## config.mk

```make
export PLATFORM = sky130hd
export DESIGN_NAME = fft_stage_sequencer_flat
export DESIGN_NICKNAME = d
export VERILOG_FILES = /design/src/rtl/fft_stage_sequencer_if.sv /design/src/rtl/fft_stage_sequencer.sv /design/src/flat_wrapper.sv
export SDC_FILE = /design/constraint.sdc
export NUM_CORES = 1
export LEC_CHECK = 0
export BUFFER_PORTS_ARGS = -buffer_cell sky130_fd_sc_hd__buf_2
export CAP_MARGIN = 20
export CORE_ASPECT_RATIO = 0.75
export CORE_MARGIN = 8
export CORE_UTILIZATION = 55
export DETAILED_ROUTE_END_ITERATION = 10
export MAX_ROUTING_LAYER = met4
export PLACE_DENSITY = 0.88
export SLEW_MARGIN = 20
export SYNTH_ARGS = -nofsm -noshare
export SYNTH_HDL_FRONTEND = slang
export SYNTH_SLANG_ARGS = --single-unit
```

## constraint.sdc

```tcl
create_clock -name i_clk -period 5.7 [get_ports i_clk]
set_input_delay 1.14 -clock i_clk [delete_from_list [all_inputs] [get_ports i_clk]]
set_output_delay 1.14 -clock i_clk [all_outputs]
set_load 0.1 [all_outputs]
```

## src/rtl/fft_stage_sequencer_if.sv

```systemverilog
// Bus between the FFT stage sequencer and its RAM/ROM/butterfly datapath.
// Handshake: the sequencer issues a butterfly (rd_en=1) only in a cycle where
// i_in_ready=1. A cycle with i_in_ready=0 transfers nothing and may be retried.
// o_wr_en is a pure strobe with no back-pressure.
interface fft_stage_sequencer_if #(
  parameter int ADDR_W  = 5,
  parameter int STAGE_W = 4
);
  logic               i_start;
  logic               i_in_ready;
  logic               o_busy;
  logic               o_done;
  logic [STAGE_W-1:0] o_stage;
  logic               o_rd_en;
  logic [ADDR_W-1:0]  o_rd_addr_a;
  logic [ADDR_W-1:0]  o_rd_addr_b;
  logic [ADDR_W-2:0]  o_tw_addr;
  logic               o_wr_en;
  logic [ADDR_W-1:0]  o_wr_addr_a;
  logic [ADDR_W-1:0]  o_wr_addr_b;
  logic [1:0]         o_dbg_state;

  modport master (
    input  i_start, i_in_ready,
    output o_busy, o_done, o_stage, o_rd_en, o_rd_addr_a, o_rd_addr_b,
           o_tw_addr, o_wr_en, o_wr_addr_a, o_wr_addr_b, o_dbg_state
  );

  modport slave (
    output i_start, i_in_ready,
    input  o_busy, o_done, o_stage, o_rd_en, o_rd_addr_a, o_rd_addr_b,
           o_tw_addr, o_wr_en, o_wr_addr_a, o_wr_addr_b, o_dbg_state
  );
endinterface

```

## src/rtl/fft_stage_sequencer.sv

```systemverilog
// Stage/butterfly sequencer for an in-place radix-2 DIT FFT sharing one
// pipelined butterfly. It issues read/twiddle addresses and delayed write-backs.
module fft_stage_sequencer #(
  parameter int BUFFER_SIZE  = 32,
  parameter int BFLY_LATENCY = 2,
  parameter int ADDR_W       = $clog2(BUFFER_SIZE),
  parameter int STAGE_W      = $clog2(ADDR_W) + 1
) (
  input logic                 i_clk,
  input logic                 i_rst,
  fft_stage_sequencer_if.master bus
);

  typedef enum logic [1:0] {S_IDLE, S_ISSUE, S_DRAIN, S_DONE} state_t;

  localparam logic [ADDR_W-1:0]       K_LAST = ADDR_W'(BUFFER_SIZE / 2 - 1);
  localparam logic [STAGE_W-1:0]      S_LAST = STAGE_W'(ADDR_W - 1);
  // Pipe slots older than the output slot; the output slot writes this cycle.
  localparam logic [BFLY_LATENCY-1:0] INFLIGHT_MASK = BFLY_LATENCY'((1 << (BFLY_LATENCY - 1)) - 1);

  state_t                  r_state, w_next;
  logic [ADDR_W-1:0]       r_k;
  logic [STAGE_W-1:0]      r_s;
  logic [BFLY_LATENCY-1:0] r_pv;
  logic [ADDR_W-1:0]       r_pa [BFLY_LATENCY];
  logic [ADDR_W-1:0]       r_pb [BFLY_LATENCY];

  logic              w_rd_en, w_last_issue, w_drained;
  logic [ADDR_W-1:0] w_span, w_pos, w_addr_a, w_addr_b;
  logic [ADDR_W-2:0] w_tw;

  assign w_rd_en      = (r_state == S_ISSUE) && bus.i_in_ready;
  assign w_last_issue = w_rd_en && (r_k == K_LAST);
  assign w_drained    = ~|(r_pv & INFLIGHT_MASK);

  always_comb begin
    w_span   = ADDR_W'(1) << r_s;
    w_pos    = r_k & (w_span - ADDR_W'(1));
    w_addr_a = ((r_k >> r_s) << (r_s + STAGE_W'(1))) | w_pos;
    w_addr_b = w_addr_a + w_span;
    w_tw     = (ADDR_W-1)'(w_pos << (STAGE_W'(ADDR_W - 1) - r_s));
  end

  always_ff @(posedge i_clk or posedge i_rst) begin
    if (i_rst) r_state <= S_IDLE;
    else       r_state <= w_next;
  end

  always_comb begin
    w_next = r_state;
    unique case (r_state)
      S_IDLE:  if (bus.i_start) w_next = S_ISSUE;
      S_ISSUE: if (w_last_issue) w_next = S_DRAIN;
      S_DRAIN: if (w_drained) w_next = (r_s == S_LAST) ? S_DONE : S_ISSUE;
      S_DONE:  w_next = S_IDLE;
      default: w_next = S_IDLE;
    endcase
  end

  always_comb begin
    bus.o_busy      = 1'b0;
    bus.o_done      = 1'b0;
    bus.o_stage     = '0;
    bus.o_rd_en     = w_rd_en;
    bus.o_rd_addr_a = '0;
    bus.o_rd_addr_b = '0;
    bus.o_tw_addr   = '0;
    bus.o_wr_en     = r_pv[BFLY_LATENCY-1];
    bus.o_wr_addr_a = r_pa[BFLY_LATENCY-1];
    bus.o_wr_addr_b = r_pb[BFLY_LATENCY-1];
    bus.o_dbg_state = r_state;
    unique case (r_state)
      S_ISSUE: begin
        bus.o_busy      = 1'b1;
        bus.o_stage     = r_s;
        bus.o_rd_addr_a = w_addr_a;
        bus.o_rd_addr_b = w_addr_b;
        bus.o_tw_addr   = w_tw;
      end
      S_DRAIN: begin
        bus.o_busy  = 1'b1;
        bus.o_stage = r_s;
      end
      S_DONE: begin
        bus.o_done  = 1'b1;
        bus.o_stage = r_s;
      end
      default: ;
    endcase
  end

  always_ff @(posedge i_clk or posedge i_rst) begin
    if (i_rst) begin
      r_k <= '0;
      r_s <= '0;
    end else begin
      unique case (r_state)
        S_IDLE: begin
          r_k <= '0;
          r_s <= '0;
        end
        S_ISSUE: if (w_rd_en) r_k <= w_last_issue ? '0 : r_k + ADDR_W'(1);
        S_DRAIN: if (w_drained && (r_s != S_LAST)) begin
          r_s <= r_s + STAGE_W'(1);
          r_k <= '0;
        end
        default: ;
      endcase
    end
  end

  // Write-back pipe: zero addresses travel with bubbles so idle outputs read 0.
  always_ff @(posedge i_clk or posedge i_rst) begin
    if (i_rst) begin
      r_pv <= '0;
      for (int i = 0; i < BFLY_LATENCY; i++) begin
        r_pa[i] <= '0;
        r_pb[i] <= '0;
      end
    end else begin
      r_pv[0] <= w_rd_en;
      r_pa[0] <= w_rd_en ? w_addr_a : '0;
      r_pb[0] <= w_rd_en ? w_addr_b : '0;
      for (int i = 1; i < BFLY_LATENCY; i++) begin
        r_pv[i] <= r_pv[i-1];
        r_pa[i] <= r_pa[i-1];
        r_pb[i] <= r_pb[i-1];
      end
    end
  end

endmodule

```

## src/flat_wrapper.sv

```systemverilog
// flat-port wrapper written by rule: the top's interface ports become plain ports
module fft_stage_sequencer_flat 
#(
  parameter int BUFFER_SIZE  = 32,
  parameter int BFLY_LATENCY = 2,
  parameter int ADDR_W       = $clog2(BUFFER_SIZE),
  parameter int STAGE_W      = $clog2(ADDR_W) + 1
)
  (i_clk, i_rst, bus_i_start, bus_i_in_ready, bus_o_busy, bus_o_done, bus_o_stage, bus_o_rd_en, bus_o_rd_addr_a, bus_o_rd_addr_b, bus_o_tw_addr, bus_o_wr_en, bus_o_wr_addr_a, bus_o_wr_addr_b, bus_o_dbg_state);
  fft_stage_sequencer_if #(.ADDR_W(ADDR_W), .STAGE_W(STAGE_W)) bus_i ();
  input logic i_clk;
  input logic i_rst;
  input wire logic [$bits(bus_i.i_start)-1:0] bus_i_start;
  input wire logic [$bits(bus_i.i_in_ready)-1:0] bus_i_in_ready;
  output wire logic [$bits(bus_i.o_busy)-1:0] bus_o_busy;
  output wire logic [$bits(bus_i.o_done)-1:0] bus_o_done;
  output wire logic [$bits(bus_i.o_stage)-1:0] bus_o_stage;
  output wire logic [$bits(bus_i.o_rd_en)-1:0] bus_o_rd_en;
  output wire logic [$bits(bus_i.o_rd_addr_a)-1:0] bus_o_rd_addr_a;
  output wire logic [$bits(bus_i.o_rd_addr_b)-1:0] bus_o_rd_addr_b;
  output wire logic [$bits(bus_i.o_tw_addr)-1:0] bus_o_tw_addr;
  output wire logic [$bits(bus_i.o_wr_en)-1:0] bus_o_wr_en;
  output wire logic [$bits(bus_i.o_wr_addr_a)-1:0] bus_o_wr_addr_a;
  output wire logic [$bits(bus_i.o_wr_addr_b)-1:0] bus_o_wr_addr_b;
  output wire logic [$bits(bus_i.o_dbg_state)-1:0] bus_o_dbg_state;
  assign bus_i.i_start = bus_i_start;
  assign bus_i.i_in_ready = bus_i_in_ready;
  assign bus_o_busy = bus_i.o_busy;
  assign bus_o_done = bus_i.o_done;
  assign bus_o_stage = bus_i.o_stage;
  assign bus_o_rd_en = bus_i.o_rd_en;
  assign bus_o_rd_addr_a = bus_i.o_rd_addr_a;
  assign bus_o_rd_addr_b = bus_i.o_rd_addr_b;
  assign bus_o_tw_addr = bus_i.o_tw_addr;
  assign bus_o_wr_en = bus_i.o_wr_en;
  assign bus_o_wr_addr_a = bus_i.o_wr_addr_a;
  assign bus_o_wr_addr_b = bus_i.o_wr_addr_b;
  assign bus_o_dbg_state = bus_i.o_dbg_state;
  fft_stage_sequencer #(.BUFFER_SIZE(BUFFER_SIZE), .BFLY_LATENCY(BFLY_LATENCY), .ADDR_W(ADDR_W), .STAGE_W(STAGE_W)) u_core (.i_clk(i_clk), .i_rst(i_rst), .bus(bus_i));
endmodule
```

==> qor.yml, run 1 <==
r2r_start: "u_core.r_s[0]$_DFFE_PP0P_"
crit_type: "reg -> out"
drtAntennaViolNets: 0
syn_inst: 228
cts_resized: 0
status: "completed"
viasPerCell: 5.690
ys.flop_type: "dfrtp_1"
ys_seq_area_share_pct: 38.66
tns_ns: 0
place_congestion: 0.9433
insertion_delay_ns: 0.28
cap_violations: 0
final_max_slew_viol_count: 0
synth.largest_area_cell: "dfrtp_1"
totalWireLength_um: 4843
clk_path_buf_depth: 2
initial_utilization_pct: 57.96
ys_types: 44
path_max_fanout: 20
cp_data_arrival_time_ns: 4.27
fillers: 308
vias: 1741
ioPinCount: 38
critical_path_depth: 16
setup_viol: 0
coreArea_um2: 3685
cts_tree: "built"
post-cts-setup-buffers: 0
period_share_pct: 94.94
critPathLaunchType: "flip-flop"
yosysTopAreaCellShare_pct: 38.66
ys_top_cells_by_count: "dfrtp_1, nand2_1, ha_1"
fmax_mhz: 184.8
cp_num_buf_inv: 3
rows: 19
highest_layer: "met4"
die_w_um: 87.96
grt_start_max_net_pins: 34
dpl.hpwl_um: 3527
ys_ff_latch: 33
antenna_cells: 0
setup.worst_path.end_class: "output port"
dieArea_um2: 6154
grt-ovfl-total: 0
maxSlewHeadroom_pct: 57.42
grt_pass1_wl_um: 7762
worst_setup_path_startpoint: "u_core.r_s[0]$_DFFE_PP0P_"
synthArstFlopShare_pct: 100.0
syn-mean-instance-area_um2: 9.368
slowest_delay_ns: 0.75
drc: 0
antenna_found_initial: 0
yosysWarnings: 0
required_ns: 4.56
htree_levels: 2
grt_pass1_vias: 1635
cpMostUsedCell: "ha_1"
grt_usage_pct: 16.36
rsz0062_at_grt: "no"
area_delta_synth_final_pct: 11.48
wl_met2_um: 2066
clock_skew_ns: 0.005041
worstReg2RegEnd: "u_core.r_pb[9]$_DFF_PP0_"
dr_wl_met3_um: 530
cts_made_buffers: 5
min_period_ns: 5.412
drtIter0Drc: 120
clkTransAtPathRegs_ns: 0.07
min-delay-path-class: "reg -> reg"
die_y_um: 69.97
worst_pin_slew_ns: 0.6387
root_buffer: "clkbuf_8"
first_pass_iters: 4
crit_chain: "inv_1 > ha_1 > ha_1 > nand2b_1 > ha_1 > xor2_1 > nand2_1 > o21a_1 > inv_1 > ha_1 > a21o_1 > a21oi_1 > xor2_1 > nand2_1 > mux2i_1 > buf_2"
r2r_cells: 15
wl_per_cell_um: 15.83
io_buffers: 37
syn_nets: 250
crit_end: "bus_o_rd_addr_b[4]"
ctsHoldBuffers: 0
yosysMostFrequentCell: "dfrtp_1"
synth_edf_count: 0
hold_violations: 0
rrSetupSlack_ns: 2.11
nets: 275
cpMaxStageDelayCell: "dfrtp_1"
cts.sinks: 33
cp_top_family: "adder cells"
wl_met1_um: 2156
synth_area_um2: 2136
drive_gt1_share_pct: 20.47
synth_area_leaders: "dfrtp_1, ha_1, buf_4, mux2i_1, nand2_1"
==> layout by cell type (no fill, tap or decap), drive strengths merged, types with 7 or more instances in the layout <==
master and count:
o21ai 17, mux2i 8, dfrtp 33, ha 17, inv 12, nor2 12
nor2b 10, clkbuf 7, a21oi 8, and2 10, nand2 20, buf 38
==> worst min path at each step <==
| stage | slack, ns | from | cells past startpoint | to |
|---|---|---|---|---|
| floorplan | 0.33 | u_core.r_pa[5]$_DFF_PP0_ | 0 | u_core.bus.o_wr_addr_a[0]$_DFF_PP0_ |
| global placement | 0.33 | u_core.r_pb[8]$_DFF_PP0_ | 0 | u_core.bus.o_wr_addr_b[3]$_DFF_PP0_ |
| detailed placement | 0.33 | u_core.r_pb[9]$_DFF_PP0_ | 0 | u_core.bus.o_wr_addr_b[4]$_DFF_PP0_ |
| CTS | 0.35 | u_core.r_pb[9]$_DFF_PP0_ | 0 | u_core.bus.o_wr_addr_b[4]$_DFF_PP0_ |
| global route | 0.35 | u_core.r_pb[6]$_DFF_PP0_ | 0 | u_core.bus.o_wr_addr_b[1]$_DFF_PP0_ |
| finish | 0.35 | u_core.r_pa[5]$_DFF_PP0_ | 0 | u_core.bus.o_wr_addr_a[0]$_DFF_PP0_ |
==> state kept, by name, indices dropped and copies added, names as in the netlist <==
| signal | count |
|---|---|
| u_core.r_s | 4 |
| u_core.bus.o_wr_addr_b | 5 |
| u_core.bus.o_wr_addr_a | 5 |
| u_core.r_pv | 2 |
| u_core.r_k | 5 |
| u_core.r_pa | 5 |
| u_core.r_pb | 5 |
| u_core.bus.o_dbg_state | 2 |
==> cell type report <==
class	instances	area, um2	share of cell area [%]
clock inverter	1	30.03	1.261
timing repair buffer	38	192.7	8.093
tap	52	65.06	2.733
clock buffer	7	86.33	3.626
inverter	12	45.04	1.892
sequential	33	825.8	34.68
multi-input combinational	163	1136	47.71
==> cells by family after synthesis <==
family | synth area share [%]
buffers and inverters | 8.143
AO/OA/AOI/OAI | 16.29
flip-flops | 38.66
multiplexers | 3.749
AND/OR/NAND/NOR | 19.80
adder cells (fa/ha/maj) | 10.90
XOR/XNOR | 2.461
==> routing by layer <==
| metal | GRT usage (%) | up-vias |
|---|---|---|
| li1 | - | 826 |
| met1 | 21.53 | 830 |
| met2 | 23.08 | 76 |
| met3 | 4.556 | 9 |
| met4 | 6.084 | 0 |
| met5 | - | - |
==> through the flow <==
| step | setup slack [ns] | util (%) | hold slack (ns) | cell area (um2) | cells |
|---|---|---|---|---|---|
| final | 0.2884 | 64.62 | 0.3481 | 2381 | 306 |
| after global routing | 0.01034 | 64.62 | 0.3546 | 2381 | 306 |
| after CTS | 0.3561 | 64.62 | 0.3493 | 2381 | 306 |
| after detailed placement | 0.7052 | 61.46 | 0.3347 | 2265 | 298 |
| after global placement | 0.8656 | 61.46 | 0.3313 | 2265 | 298 |
| after floorplan | 0.001003 | - | 0.3312 | 2136 | 228 |
==> worst register-to-register path, cell delays in order (launching register included) <==
cell      delay (ns)
dfrtp_1         0.75
inv_1           0.24
ha_1            0.30
ha_1            0.23
nand2b_1        0.19
ha_1            0.24
xor2_1          0.21
nand2_1         0.10
o21a_1          0.15
inv_1           0.06
ha_1            0.25
a21o_1          0.17
a21oi_1         0.23
xor2_1          0.21
nand2_1         0.07
mux2i_1         0.12
Power of run 1 is left out: the tool's default activity adds up to more than one toggle a clock period on the data nets, which glitch-free logic cannot reach.
==> inputs of run 2 (changes only) <==
--- a/config.mk
+++ b/config.mk
@@ -12,7 +12,7 @@
 export CORE_UTILIZATION = 55
 export DETAILED_ROUTE_END_ITERATION = 10
 export MAX_ROUTING_LAYER = met4
-export PLACE_DENSITY = 0.88
+export PLACE_DENSITY = 0.79
 export SLEW_MARGIN = 20
 export SYNTH_ARGS = -nofsm -noshare
 export SYNTH_HDL_FRONTEND = slang
==> qor.yml, run 2 (synthesis results as in run 1) <==
min_period_ns: 5.106  # -0.3060 ns
r2r_start: "u_core.r_s[1]$_DFFE_PP0P_"
vias: 1677  # -3.7%
r2r_cells: 15  # unchanged
first_pass_iters: 4  # unchanged
cpMostUsedCell: "ha_1"
clk_path_buf_depth: 2  # unchanged
setup_viol: 0  # unchanged
worst_slack_ns: 0.5944  # +0.3060 ns
grt-ovfl-total: 0  # unchanged
rows: 19  # unchanged
cts_made_buffers: 5  # unchanged
totalWireLength_um: 4656  # -3.9%
root_buffer: "clkbuf_8"
period_share_pct: 89.57  # -5.4 points
clock_skew_ns: 0.004622  # -0.0004196 ns
coreArea_um2: 3685  # unchanged
area_delta_synth_final_pct: 10.25
dp_slack_ns: 0.9391  # +0.2339 ns
place_congestion: 0.9724  # +3.1%
ctsHoldBuffers: 0  # unchanged
grt_pass1_wl_um: 7969  # +2.7%
path_max_fanout: 13  # -35%
final_max_slew_viol_count: 0  # unchanged
final_common_cell: "buf_2"
die_w_um: 87.96  # unchanged
regArea_um2: 825.8  # unchanged
htree_levels: 2  # unchanged
grt_start_max_net_pins: 34  # unchanged
ioPinCount: 38  # unchanged
crit_end: "bus_o_rd_addr_b[4]"
clkTransAtPathRegs_ns: 0.07  # about the same
wl_per_cell_um: 15.17  # -4.2%
post-cts-setup-buffers: 0  # unchanged
cp_data_arrival_time_ns: 3.97  # -0.30 ns
slowest_delay_ns: 0.61  # -0.14 ns
viasPerCell: 5.463  # -4.0%
instances_no_fill: 307  # +0.33%
crit_type: "reg -> out"
cts_tree: "built"
cpMaxStageDelayCell: "dfrtp_1"
dieArea_um2: 6154  # unchanged
drc: 0  # unchanged
min-delay-path-class: "reg -> reg"
die_y_um: 69.97  # unchanged
cp_top_family: "adder cells"
grt_usage_pct: 16.52  # +0.17 points
critical_path_depth: 16  # unchanged
crit_chain: "inv_1 > ha_1 > ha_1 > nand2b_1 > ha_1 > xor2_1 > nand2_1 > o21a_1 > inv_1 > ha_1 > a21o_1 > a21oi_1 > xor2_1 > nand2_1 > mux2i_1 > buf_2"
place_inst: 299  # +0.34%
fin_util_pct: 63.90  # -0.71 points
worst_pin_slew_ns: 0.6129  # -0.02576 ns
nets: 276  # +0.36%
required_ns: 4.56  # about the same
grt_pass1_vias: 1700  # +4.0%
worst_setup_path_startpoint: "u_core.r_s[1]$_DFFE_PP0P_"
cts.sinks: 33  # unchanged
setup.worst_path.end_class: "output port"
worstReg2RegEnd: "u_core.r_pb[9]$_DFF_PP0_"
antenna_found_initial: 0  # unchanged
insertion_delay_ns: 0.28  # about the same
cp_num_buf_inv: 3  # unchanged
most-common-layout-cells: "buf_2, dfrtp_1, nand2_1"
fillers: 296  # -3.9%
antenna_cells: 0  # unchanged
dpl.hpwl_um: 3522  # -0.16%
drtIter0Drc: 120  # unchanged
critPathLaunchType: "flip-flop"
fmax_mhz: 195.9  # +6.0%
multi_input_area_um2: 1136  # unchanged
hold_violations: 0  # unchanged
status: "completed"
drive_gt1_share_pct: 20.78  # +0.31 points
maxSlewHeadroom_pct: 59.14  # +1.7 points
cts_resized: 0  # unchanged
min_from: "u_core.r_pb[5]$_DFF_PP0_"
rsz0062_at_grt: "no"
cap_violations: 0  # unchanged
tns_ns: 0  # unchanged
initial_utilization_pct: 57.96  # unchanged
io_buffers: 37  # unchanged
rrSetupSlack_ns: 2.38  # +0.27 ns
drtAntennaViolNets: 0  # unchanged
-- run 2: worst min-delay path by stage --
stage                                           to  cells past startpoint
2_1_floorplan  u_core.bus.o_wr_addr_a[0]$_DFF_PP0_                      0
3_3_place_gp   u_core.bus.o_wr_addr_b[1]$_DFF_PP0_                      0
3_5_place_dp   u_core.bus.o_wr_addr_b[0]$_DFF_PP0_                      0
4_1_cts        u_core.bus.o_wr_addr_b[0]$_DFF_PP0_                      0
5_1_grt        u_core.bus.o_wr_addr_b[3]$_DFF_PP0_                      0
6_report       u_core.bus.o_wr_addr_b[0]$_DFF_PP0_                      0
-- run 2: per-layer routing --
layer / global-route usage (%) / routed length (um)
met1: 21.24 / 2148
met2: 24.58 / 2065
met3: 4.673 / 388
met4: 4.563 / 53
met5: - / 0
-- run 2: cell type report --
class | count | area share [%]
Multi-Input combinational cell | 163 | 48.25
Sequential cell | 33 | 35.07
Timing Repair Buffer | 39 | 8.502
Clock buffer | 6 | 3.082
Tap cell | 52 | 2.763
Inverter | 12 | 1.913
Clock inverter | 2 | 0.4251
-- run 2: per-stage QoR --
stage	hold slack, ns	instance area [um2]
after floorplan	0.3312	2136
after global placement	0.3320	2272
after detailed placement	0.3347	2272
after CTS	0.3446	2355
after global routing	0.3610	2355
final	0.3421	2355
-- run 2: worst register-to-register path: stages, from the launching register on --
cell and delay (ns):
dfrtp_1 0.61, inv_1 0.16, ha_1 0.25, ha_1 0.22, nand2b_1 0.16, ha_1 0.23
xor2_1 0.18, nand2_1 0.10, o21a_1 0.16, inv_1 0.06, ha_1 0.25, a21o_1 0.16
a21oi_1 0.24, xor2_1 0.23, nand2_1 0.08, mux2i_1 0.15
Power of run 2 is left out for the same reason.
==> inputs of run 3 (changes only) <==
--- a/config.mk
+++ b/config.mk
@@ -11,6 +11,7 @@
 export CORE_MARGIN = 8
 export CORE_UTILIZATION = 55
 export DETAILED_ROUTE_END_ITERATION = 10
+export GPL_TIMING_DRIVEN = 0
 export MAX_ROUTING_LAYER = met4
 export PLACE_DENSITY = 0.79
 export SLEW_MARGIN = 20
==> qor.yml, run 3 (synthesis results as in run 1) <==
viasPerCell: 5.546  # +1.5%
min_to: "u_core.bus.o_wr_addr_b[4]$_DFF_PP0_"
antenna_cells: 0  # unchanged
final_common_cell: "buf_2"
antenna_found_initial: 0  # unchanged
cap_violations: 0  # unchanged
cts_tree: "built"
area_delta_synth_final_pct: 15.93
tns_ns: 0  # unchanged
coreArea_um2: 3685  # unchanged
post-cts-setup-buffers: 0  # unchanged
insertion_delay_ns: 0.29  # about the same
cts_made_buffers: 5  # unchanged
initial_utilization_pct: 57.96  # unchanged
period_share_pct: 93.56  # +4.0 points
critPathLaunchType: "flip-flop"
place_congestion: 0.9050  # -6.9%
grt-ovfl-total: 0  # unchanged
worstReg2RegEnd: "u_core.r_pb[9]$_DFF_PP0_"
min-delay-path-class: "reg -> reg"
totalWireLength_um: 4981  # +7.0%
fmax_mhz: 187.5  # -4.3%
die_y_um: 69.97  # unchanged
die_w_um: 87.96  # unchanged
worst_setup_path_startpoint: "u_core.r_s[0]$_DFFE_PP0P_"
drive_gt1_share_pct: 25.00  # +4.2 points
maxSlewHeadroom_pct: 55.22  # -3.9 points
ctsHoldBuffers: 0  # unchanged
crit_type: "reg -> out"
setup.worst_path.end_class: "output port"
cts.sinks: 33  # unchanged
rrSetupSlack_ns: 2.19  # -0.19 ns
io_buffers: 37  # unchanged
root_buffer: "clkbuf_8"
cts_resized: 0  # unchanged
rows: 19  # unchanged
rsz0062_at_grt: "no"
required_ns: 4.56  # about the same
fillers: 293  # -1.0%
min_period_ns: 5.333  # +0.2273 ns
htree_levels: 2  # unchanged
vias: 1797  # +7.2%
clock_skew_ns: 0.003072  # -0.001550 ns
hold_violations: 0  # unchanged
grt_usage_pct: 17.74  # +1.2 points
status: "completed"
nets: 294  # +6.5%
setup_viol: 0  # unchanged
path_max_fanout: 9  # -4
dpl.hpwl_um: 3950  # +12%
most-common-layout-cells: "buf_2, dfrtp_1, nand2_1"
worst_pin_slew_ns: 0.6708  # +0.05787 ns
grt_pass1_vias: 1738  # +2.2%
r2r_cells: 16  # +1
min_path_cells: 0  # unchanged
grt_start_max_net_pins: 34  # unchanged
drtIter0Drc: 138  # +15%
wl_per_cell_um: 15.37  # +1.4%
dieArea_um2: 6154  # unchanged
grt_pass1_wl_um: 8383  # +5.2%
clkTransAtPathRegs_ns: 0.07  # about the same
final_max_slew_viol_count: 0  # unchanged
first_pass_iters: 4  # unchanged
cp_data_arrival_time_ns: 4.19  # +0.22 ns
min_from: "u_core.r_pb[9]$_DFF_PP0_"
clk_path_buf_depth: 2  # unchanged
drtAntennaViolNets: 0  # unchanged
r2r_start: "u_core.r_s[0]$_DFFE_PP0P_"
drc: 0  # unchanged
ioPinCount: 38  # unchanged
[run 3: through the flow]
step / cell area, um2 / hold slack (ns) / util [%] / cells / setup WS [ns]
2_1_floorplan: 2136 / 0.3312 / - / 228 / 0.001003
3_3_place_gp: 2386 / 0.3312 / 64.75 / 317 / 0.7689
3_5_place_dp: 2386 / 0.3355 / 64.75 / 317 / 0.7072
4_1_cts: 2476 / 0.3502 / 67.20 / 324 / 0.3924
5_1_grt: 2476 / 0.3526 / 67.20 / 324 / 0.1255
6_report: 2476 / 0.3473 / 67.20 / 324 / 0.3671
[run 3: worst max-delay path, stage by stage (launching register included)]
cell	delay, ns
dfrtp_1	0.40
buf_2	0.20
inv_1	0.16
ha_1	0.26
ha_1	0.21
nand2b_1	0.14
ha_1	0.26
xor2_1	0.18
nand2_1	0.16
o21a_1	0.20
inv_1	0.06
ha_1	0.32
a21o_1	0.17
a21oi_1	0.25
xor2_1	0.22
nand2_1	0.09
mux2i_1	0.16
buf_2	0.45
[run 3: area by class of cell]
class,instances,area (um2),area share (%)
multi-input cells,163,1136,45.88
well taps,52,65.06,2.628
inverters,12,45.04,1.819
repair buffers,37,185.2,7.479
clock inverters,1,7.507,0.3032
clock buffers,6,82.58,3.335
plain buffers,20,128.9,5.205
flip-flops and latches,33,825.8,33.35
[run 3: routing by layer]
metal	wire, um	up-vias	share of wire (%)	GRT usage (%)
met2	2164	73	43	25.42
met5	0	-	0	-
li1	-	860	-	-
met1	2348	854	47	23.97
met3	422	10	8.5	5.491
met4	45	0	0.90	3.232
[run 3: worst max-delay path by stage]
stage                               endpoint  slack (ns)  cells past startpoint
after floorplan             bus_o_tw_addr[1]       0.001                     10
final                     bus_o_rd_addr_b[4]        0.37                     17
after detailed placement  bus_o_rd_addr_b[4]        0.71                     17
after global placement    bus_o_rd_addr_b[4]        0.77                     17
after CTS                 bus_o_rd_addr_b[4]        0.39                     17
after global routing      bus_o_rd_addr_b[4]        0.13                     17
Power of run 3 is left out for the same reason.
